[config.mk]
export PLATFORM = sky130hd
export DESIGN_NAME = f1_sop
export DESIGN_NICKNAME = d
export VERILOG_FILES = /design/src/rtl/f1_sop.sv
export SDC_FILE = /design/constraint.sdc
export NUM_CORES = 1
export LEC_CHECK = 0
export CAP_MARGIN = 10
export CELL_PAD_IN_SITES_DETAIL_PLACEMENT = 0
export CELL_PAD_IN_SITES_GLOBAL_PLACEMENT = 1
export CORE_ASPECT_RATIO = 1.1
export CORE_MARGIN = 2
export CORE_UTILIZATION = 33
export DETAILED_ROUTE_END_ITERATION = 10
export PLACE_DENSITY_LB_ADDON = 0.2
export SLEW_MARGIN = 20
export SYNTH_ARGS = -nofsm -noshare
export SYNTH_HDL_FRONTEND = slang
export SYNTH_SLANG_ARGS = --single-unit
[constraint.sdc]
create_clock -name clk -period 4.35 [get_ports clk]
set_clock_uncertainty 0.2 [all_clocks]
set_input_delay 0.6525 -clock clk [delete_from_list [all_inputs] [get_ports clk]]
set_output_delay 0.6525 -clock clk [all_outputs]
set_load 0.02 [all_outputs]
[src/rtl/f1_sop.sv]
// Registered leaf function cell: evaluates a fixed 4-input truth table from
// dual-rail inputs, holds the result on rail faults and counts faulty cycles.
module f1_sop #(
   parameter logic [15:0] TRUTH_TABLE = 16'h1DB1,
   parameter int unsigned ERR_CNT_W   = 8
) (
   input  logic                 clk,
   input  logic                 rst_n,
   input  logic                 a,
   input  logic                 a2,
   input  logic                 b,
   input  logic                 b2,
   input  logic                 c,
   input  logic                 c2,
   input  logic                 d,
   input  logic                 d2,
   output logic                 out,
   output logic                 rail_err,
   output logic [ERR_CNT_W-1:0] err_cnt
);

   localparam logic [ERR_CNT_W-1:0] CNT_ONE = {{(ERR_CNT_W-1){1'b0}}, 1'b1};

   logic [3:0] pair_ok;
   logic       valid;
   logic       fault;
   logic [3:0] idx;
   logic       f_next;
   logic       cnt_sat;

   // A rail pair is healthy only when its two wires disagree.
   assign pair_ok = {a ^ a2, b ^ b2, c ^ c2, d ^ d2};
   assign valid   = &pair_ok;
   assign fault   = ~valid;

   // Only the true rails address the table; complements serve the check.
   assign idx     = {a, b, c, d};
   assign f_next  = TRUTH_TABLE[idx];
   assign cnt_sat = &err_cnt;

   // NOTE: state registers use non-blocking assignments so every flop samples
   // the pre-edge values regardless of statement order.
   always_ff @(posedge clk or negedge rst_n) begin
      if (!rst_n) begin
         out      <= 1'b0;
         rail_err <= 1'b0;
         err_cnt  <= '0;
      end else begin
         // NOTE: omitting an else inside a clocked block is a clock enable,
         // not a latch; out deliberately keeps its last good value on a fault.
         if (valid) begin
            out <= f_next;
         end
         rail_err <= fault;
         if (fault && !cnt_sat) begin
            err_cnt <= err_cnt + CNT_ONE;
         end
      end
   end

endmodule

==> summary.log, run 1 <==
[outcome] result of the run finished, final reports clean
[timing] Worst-Margin Slew 0.453 ns
[logic_synthesis] Yosys cell types 22
[die] Site Rows 15
[cts] clock-pin slew reported for the worst setup and hold paths after clock tree synthesis 0.06 ns
[finish] register cell area after layout 250 um^2
[drt] overall via count from detail_route 436
[cts] clock sink count 10
[finish] fill count 153
[timing] post-route clock period utilization 0.566
[timing] Rel. slew slack 0.697
[timing] final hold violation count 0
[timing] number of max-slew violations in the final report 0
[logic_synthesis] count of state elements after synthesis 10
[die] Die Width 42.2 um
[critical_path] Worst Setup End Kind flop
[critical_path] Worst R2R Start err_cnt[0]
[grt] number of global-route vias before repair 371
[finish] area occupied by multi-input gates 264 um^2
[critical_path] critical-path maximum fanout 11
[grt] maximum number of pins on one net before global-route repair 12
[place] quantity of I/O buffers inserted on ports 19
[cts] CTS Buffer Depth 2
[place] HPWL after DPL 803 um
[die] number of ports placed on the die boundary 20
[timing] Fmax 0.406 GHz
[timing] Period minus WS final 2.46 ns
[cts] number of buffers added by the clock tree synthesis step 3
[drt] iteration count of the initial detailed-routing pass 4
[drt] number of vias per cell after detailed routing 5.07
[drt] sum of routed wire length over all layers 1000 um
[finish] share of layout cells above drive strength 1 0.130
[drt] drt first-iter violations 6
[timing] setup TNS 0 ns
[cts] number of hold-repair buffers added at the cts stage 0
[grt] GRT overflow 0
[critical_path] startpoint class of the critical path input pin
[finish] final net count 82
[logic_synthesis] Yosys warnings 0
[logic_synthesis] post-synth design cell area 529 um^2
[worst_hold_path] origin of the worst min-delay path out
[grt] number of antenna violations at the first check in global routing 0
[run] Max Cap Viol 0
[die] effective utilization at floorplan 0.344
[cts] cts repair resizes 0
[cts] clock latency on the worst-skew pair 0.25 ns
[timing] setup repair after global routing missed its margin false
[worst_hold_path] HP Class flop to flop
[grt] global-route wire length before repair 1520 um
[drt] drt drc 0
[critical_path] Worst Setup SP b
[cts] buffers inserted during post-CTS setup optimization 0
[die] core box area 0.00154 mm^2
[finish] Post-Route Utilization 0.489
[logic_synthesis] Cells after Synth 48
[drt] Wirelength per Cell 11.7 um
[die] Chip Height 46 um
[grt] Total Routing Usage GR 0.108
[cts] H-tree depth 1
[critical_path] endpoint arrival time on the critical path 2.41 ns
[cts] clock tree from TritonCTS built
[pwr] worst vdd ir 0.288 mV
[timing] Setup-failing EPs final 0
[pwr] Power per Cell Area 658 mW/mm^2
[logic_synthesis] Syn Nets 59
[cts] clock tree root buffer cell sky130_fd_sc_hd__clkbuf_4
[drt] Antenna Violating Nets Remaining 0
[pwr] Leakage 0.312 nW
[logic_synthesis] register area share after synthesis 0.473
[finish] Area Growth Syn to Fin 42.1%
[critical_path] Setup CP Type input pin to flop
[place] routability cong. 0.642
[finish] diode count 0
[logic_synthesis] Synth Area per Inst 11.0 um^2
[critical_path] required time worst endpoint 4.29 ns
[die] die area 0.00194 mm^2
==> power by group <==
group | leakage, nW | switching (mW) | internal (mW) | total, mW
Sequential | 0.118 | 0.0525 | 0.135 | 0.188
Clock | 0.0138 | 0.0277 | 0.0318 | 0.0595
Combinational | 0.181 | 0.111 | 0.137 | 0.248
==> final timing paths <==
kind	end	slack, ns	depth (start not counted)
worst max-delay path	err_cnt[4]	1.89	5
worst min-delay path	out	0.29	2
worst max register to register	err_cnt[1]	2.58	4
worst min register to register	out	0.29	2
max in group asynchronous	err_cnt[5]	3.13	1
min in group asynchronous	err_cnt[4]	0.51	1
==> layout make-up <==
class                      count  area share
multi-input combinational     36       0.351
sequential                    10       0.333
timing repair buffer          19       0.253
tap                           17      0.0283
inverter                       1     0.00499
clock buffer                   3      0.0300
==> per-stage QoR <==
stage	hold WS, ns	cell area (um^2)	worst slack [ns]	power (mW)	cells
floorplan	0.157	529	2.56	0.325	48
global placement	0.281	729	1.62	0.435	83
detailed placement	0.284	729	1.59	0.440	83
CTS	0.297	752	1.88	0.504	86
global route	0.350	752	1.77	0.534	86
finish	0.292	752	1.89	0.495	86
==> cells in the final DEF, fill, tap and decap left out, drive strengths merged <==
| cell type | synthesis | layout |
|---|---|---|
| nand2 | 5 | 5 |
| inv | 1 | 1 |
| and4 | 1 | 1 |
| nand4 | 3 | 3 |
| nor2b | 1 | 1 |
| xor2 | 5 | 5 |
| and3 | 1 | 1 |
| nand3 | 2 | 2 |
| xnor2 | 1 | 1 |
| nand3b | 1 | 1 |
| clkdlybuf4s50 | 0 | 19 |
| a31oi | 3 | 3 |
| o21a | 1 | 1 |
| nor2 | 2 | 2 |
| o211ai | 1 | 1 |
| o21ai | 1 | 1 |
| dfrtp | 10 | 10 |
| ha | 1 | 1 |
| clkbuf | 0 | 3 |
| a21oi | 3 | 3 |
| mux2 | 3 | 3 |
| o221a | 1 | 1 |
==> Yosys cell counts <==
cell type / n / area [um^2]
sky130_fd_sc_hd__dfrtp_1: 10 / 250
sky130_fd_sc_hd__nand3b_1: 1 / 7.51
sky130_fd_sc_hd__mux2_4: 2 / 30.0
sky130_fd_sc_hd__xor2_1: 5 / 43.8
sky130_fd_sc_hd__and4_2: 1 / 10.0
sky130_fd_sc_hd__and3_1: 1 / 6.26
sky130_fd_sc_hd__o211ai_1: 1 / 7.51
sky130_fd_sc_hd__buf_6: 1 / 11.3
sky130_fd_sc_hd__nand2_1: 5 / 18.8
sky130_fd_sc_hd__inv_1: 1 / 3.75
sky130_fd_sc_hd__a21oi_1: 3 / 15.0
sky130_fd_sc_hd__ha_1: 1 / 12.5
sky130_fd_sc_hd__nor2b_1: 1 / 6.26
sky130_fd_sc_hd__o21a_4: 1 / 15.0
sky130_fd_sc_hd__o221a_2: 1 / 11.3
sky130_fd_sc_hd__xnor2_1: 1 / 8.76
sky130_fd_sc_hd__nand3_1: 2 / 10.0
sky130_fd_sc_hd__o21ai_0: 1 / 5.00
sky130_fd_sc_hd__nand4_1: 3 / 18.8
sky130_fd_sc_hd__a31oi_1: 3 / 18.8
sky130_fd_sc_hd__nor2_1: 2 / 7.51
sky130_fd_sc_hd__mux2_2: 1 / 11.3
==> flip-flops by register name (all words and copies together), names as in the netlist <==
register  flops
err_cnt       8
out           1
rail_err      1
==> cells by family (layout without fill, tap and decap cells) <==
| family | count (synthesis) | in the layout | share of synthesized area |
|---|---|---|---|
| fa+ha+maj | 1 | 1 | 0.0236 |
| flops | 10 | 10 | 0.473 |
| compound gates | 10 | 10 | 0.137 |
| mux | 3 | 3 | 0.0780 |
| simple gates | 16 | 16 | 0.161 |
| xor+xnor | 6 | 6 | 0.0993 |
| buf+inv | 2 | 23 | 0.0284 |
==> critical path: stages <==
cell	delay, ns
sky130_fd_sc_hd__clkdlybuf4s50_1	0.51
sky130_fd_sc_hd__xor2_1	0.16
sky130_fd_sc_hd__nand4_1	0.38
sky130_fd_sc_hd__and4_2	0.42
sky130_fd_sc_hd__mux2_4	0.29
==> layer usage <==
metal / vias up / global-route usage / wire, um / share of wire
met2: 16 / 0.178 / 488 / 0.49
met3: 0 / 0.0238 / 65 / 0.065
met5: - / 0 / 0 / 0
met4: 0 / 0.0563 / 0 / 0
met1: 200 / 0.134 / 449 / 0.45
li1: 220 / - / - / -
No activity file was read; power rests on OpenSTA's default activity.
==> inputs of run 2 (changes only) <==
Settings changed: CORE_UTILIZATION 33 to 28.
Clock period 4.35 ns to 2.05 ns, I/O delays scaled along.
==> run 2 against run 1 <==
Against the previous run:
- combinational power rose by 120%
- sequential share of layout area is 1.6 points lower
- via count increased by 7.8%
- largest cell class unchanged
==> summary.log, run 2 (synthesis gave the netlist of run 1 again) <==
[timing] Fmax 0.543 GHz
[finish] share of layout cells above drive strength 1 0.189 [+0.0588]
[run] Max Cap Viol 0 [unchanged]
[timing] Rel. slew slack 0.693 [-0.00372]
[place] HPWL after DPL 869 um [+8.2%]
[timing] setup TNS 0 ns [unchanged]
[critical_path] Crit path max-delay family buffers and inverters
[pwr] Leakage 0.335 nW [+7.3%]
[finish] largest registers err_cnt x8, out x1, rail_err x1
[drt] overall via count from detail_route 470 [+7.8%]
[finish] Post-Route Utilization 0.444 [-0.0448]
[grt] global-route wire length before repair 1890 um [+24%]
[die] number of ports placed on the die boundary 20 [unchanged]
[cts] number of buffers added by the clock tree synthesis step 3 [unchanged]
[critical_path] endpoint arrival time on the critical path 1.33 ns [-1.08 ns]
[place] routability cong. 0.757 [+18%]
[critical_path] worst path cell trace clkdlybuf4s50_1
[drt] Antenna Violating Nets Remaining 0 [unchanged]
[pwr] Power per Cell Area 1360 mW/mm^2 [+110%]
[die] core box area 0.00178 mm^2 [+16%]
[finish] max FFs per register 8 [unchanged]
[critical_path] Setup CP Type flop to output pin
[drt] drt first-iter violations 7 [+1]
[finish] Area Growth Syn to Fin 49.4%
[timing] post-route clock period utilization 0.898
[grt] maximum number of pins on one net before global-route repair 11 [-1]
[critical_path] Largest stage delay, worst path 0.63 ns [+0.12 ns]
[timing] final hold violation count 0 [unchanged]
[drt] Wirelength per Cell 12.4 um [+6.1%]
[cts] CTS Buffer Depth 2 [unchanged]
[finish] register bank with the most flops err_cnt
[cts] cts repair resizes 0 [unchanged]
[finish] fill count 172 [+12%]
[cts] buffers inserted during post-CTS setup optimization 0 [unchanged]
[die] Site Rows 16 [+1]
[grt] number of antenna violations at the first check in global routing 0 [unchanged]
[finish] commonest cells after routing, fill and taps aside sky130_fd_sc_hd__clkdlybuf4s50_1, sky130_fd_sc_hd__dfrtp_1, sky130_fd_sc_hd__xor2_1, sky130_fd_sc_hd__nand2_1, sky130_fd_sc_hd__buf_4
[cts] clock sink count 10 [unchanged]
[critical_path] Worst Setup End Kind output pin
[critical_path] critical-path maximum fanout 5 [-6]
[die] Chip Height 49.6 um [+7.8%]
[cts] H-tree depth 1 [unchanged]
[drt] number of vias per cell after detailed routing 5.11 [+0.77%]
[cts] clock-pin slew reported for the worst setup and hold paths after clock tree synthesis 0.06 ns [about the same]
[finish] diode count 0 [unchanged]
[outcome] result of the run finished, final reports clean
[critical_path] required time worst endpoint 1.54 ns [-2.75 ns]
[cts] clock latency on the worst-skew pair 0.26 ns [about the same]
[grt] number of global-route vias before repair 430 [+16%]
[timing] Worst-Margin Slew 0.458 ns [+0.00556 ns]
[cts] clock tree from TritonCTS built
[cts] clock tree root buffer cell sky130_fd_sc_hd__clkbuf_4
[critical_path] startpoint class of the critical path flop
[cts] number of hold-repair buffers added at the cts stage 0 [unchanged]
[timing] Period minus WS final 1.84 ns
[drt] iteration count of the initial detailed-routing pass 4 [unchanged]
[worst_hold_path] HP Class input pin to asynchronous set/reset pin
[timing] number of max-slew violations in the final report 0 [unchanged]
[drt] drt drc 0 [unchanged]
[timing] setup repair after global routing missed its margin false
[critical_path] number of buffers and inverters on the critical path 1 [unchanged]
[die] Die Width 45.5 um [+7.8%]
[timing] worst hold margin 0.159 ns [-0.132 ns]
[grt] GRT overflow 0 [unchanged]
[die] effective utilization at floorplan 0.297 [-0.0469]
[grt] Total Routing Usage GR 0.123 [+0.0152]
[drt] sum of routed wire length over all layers 1140 um [+13%]
[die] die area 0.00225 mm^2 [+16%]
[timing] Setup-failing EPs final 0 [unchanged]
[critical_path] highest-delay cell along the critical path sky130_fd_sc_hd__clkdlybuf4s50_1
[finish] most common cell after layout, fill and taps aside sky130_fd_sc_hd__clkdlybuf4s50_1
[finish] final net count 87 [+6.1%]
[pwr] worst vdd ir 0.673 mV [+130%]
[place] quantity of I/O buffers inserted on ports 19 [unchanged]
[pwr] Total Power Consumption 1.07 mW [+120%]
-- run 2: worst paths after layout --
kind / slack [ns] / endpoint / cells past startpoint / start
min in group clk: 0.29 / out / 2 / out
worst min register to register: 0.29 / out / 2 / out
max in group asynchronous: 1.18 / err_cnt[1] / 1 / rst_n
worst max register to register: 0.25 / err_cnt[1] / 4 / err_cnt[0]
worst min-delay path: 0.16 / err_cnt[5] / 1 / rst_n
worst max-delay path: 0.21 / err_cnt[4] / 1 / err_cnt[4]
-- run 2: cell type report --
cell class,instances,area (um^2),area share
Timing Repair Buffer,24,228,0.288
Clock buffer,3,22.5,0.0285
Inverter,1,3.75,0.00475
Multi-Input combinational cell,36,264,0.334
Sequential cell,10,250,0.316
Tap cell,18,22.5,0.0285
-- run 2: routing by layer --
layer	track usage	vias to the layer above	wire, um
met5	0	-	0
met4	0.0882	0	23
met3	0.0586	4	82
met2	0.155	18	467
met1	0.159	218	564
li1	-	230	-
-- run 2: where the power goes --
part	total [mW]	internal (mW)	switching [mW]
registers	0.400	0.287	0.113
logic	0.542	0.297	0.245
clock network	0.132	0.0677	0.0641
total	1.07	0.651	0.422
-- run 2: metrics by stage --
step | instances | instance area (um^2) | worst slack, ns
finish | 92 | 791 | 0.209
global route | 92 | 791 | 0.124
floorplan | 48 | 529 | 0.265
CTS | 92 | 791 | 0.179
global placement | 89 | 768 | 0.0445
detailed placement | 89 | 768 | 0.0196
==> inputs of run 3 (changes only) <==
Settings changed: SETUP_SLACK_MARGIN from default to 0.02.
==> results of run 3 <==
The final DEF is identical to that of run 2; final timing and power are the same.
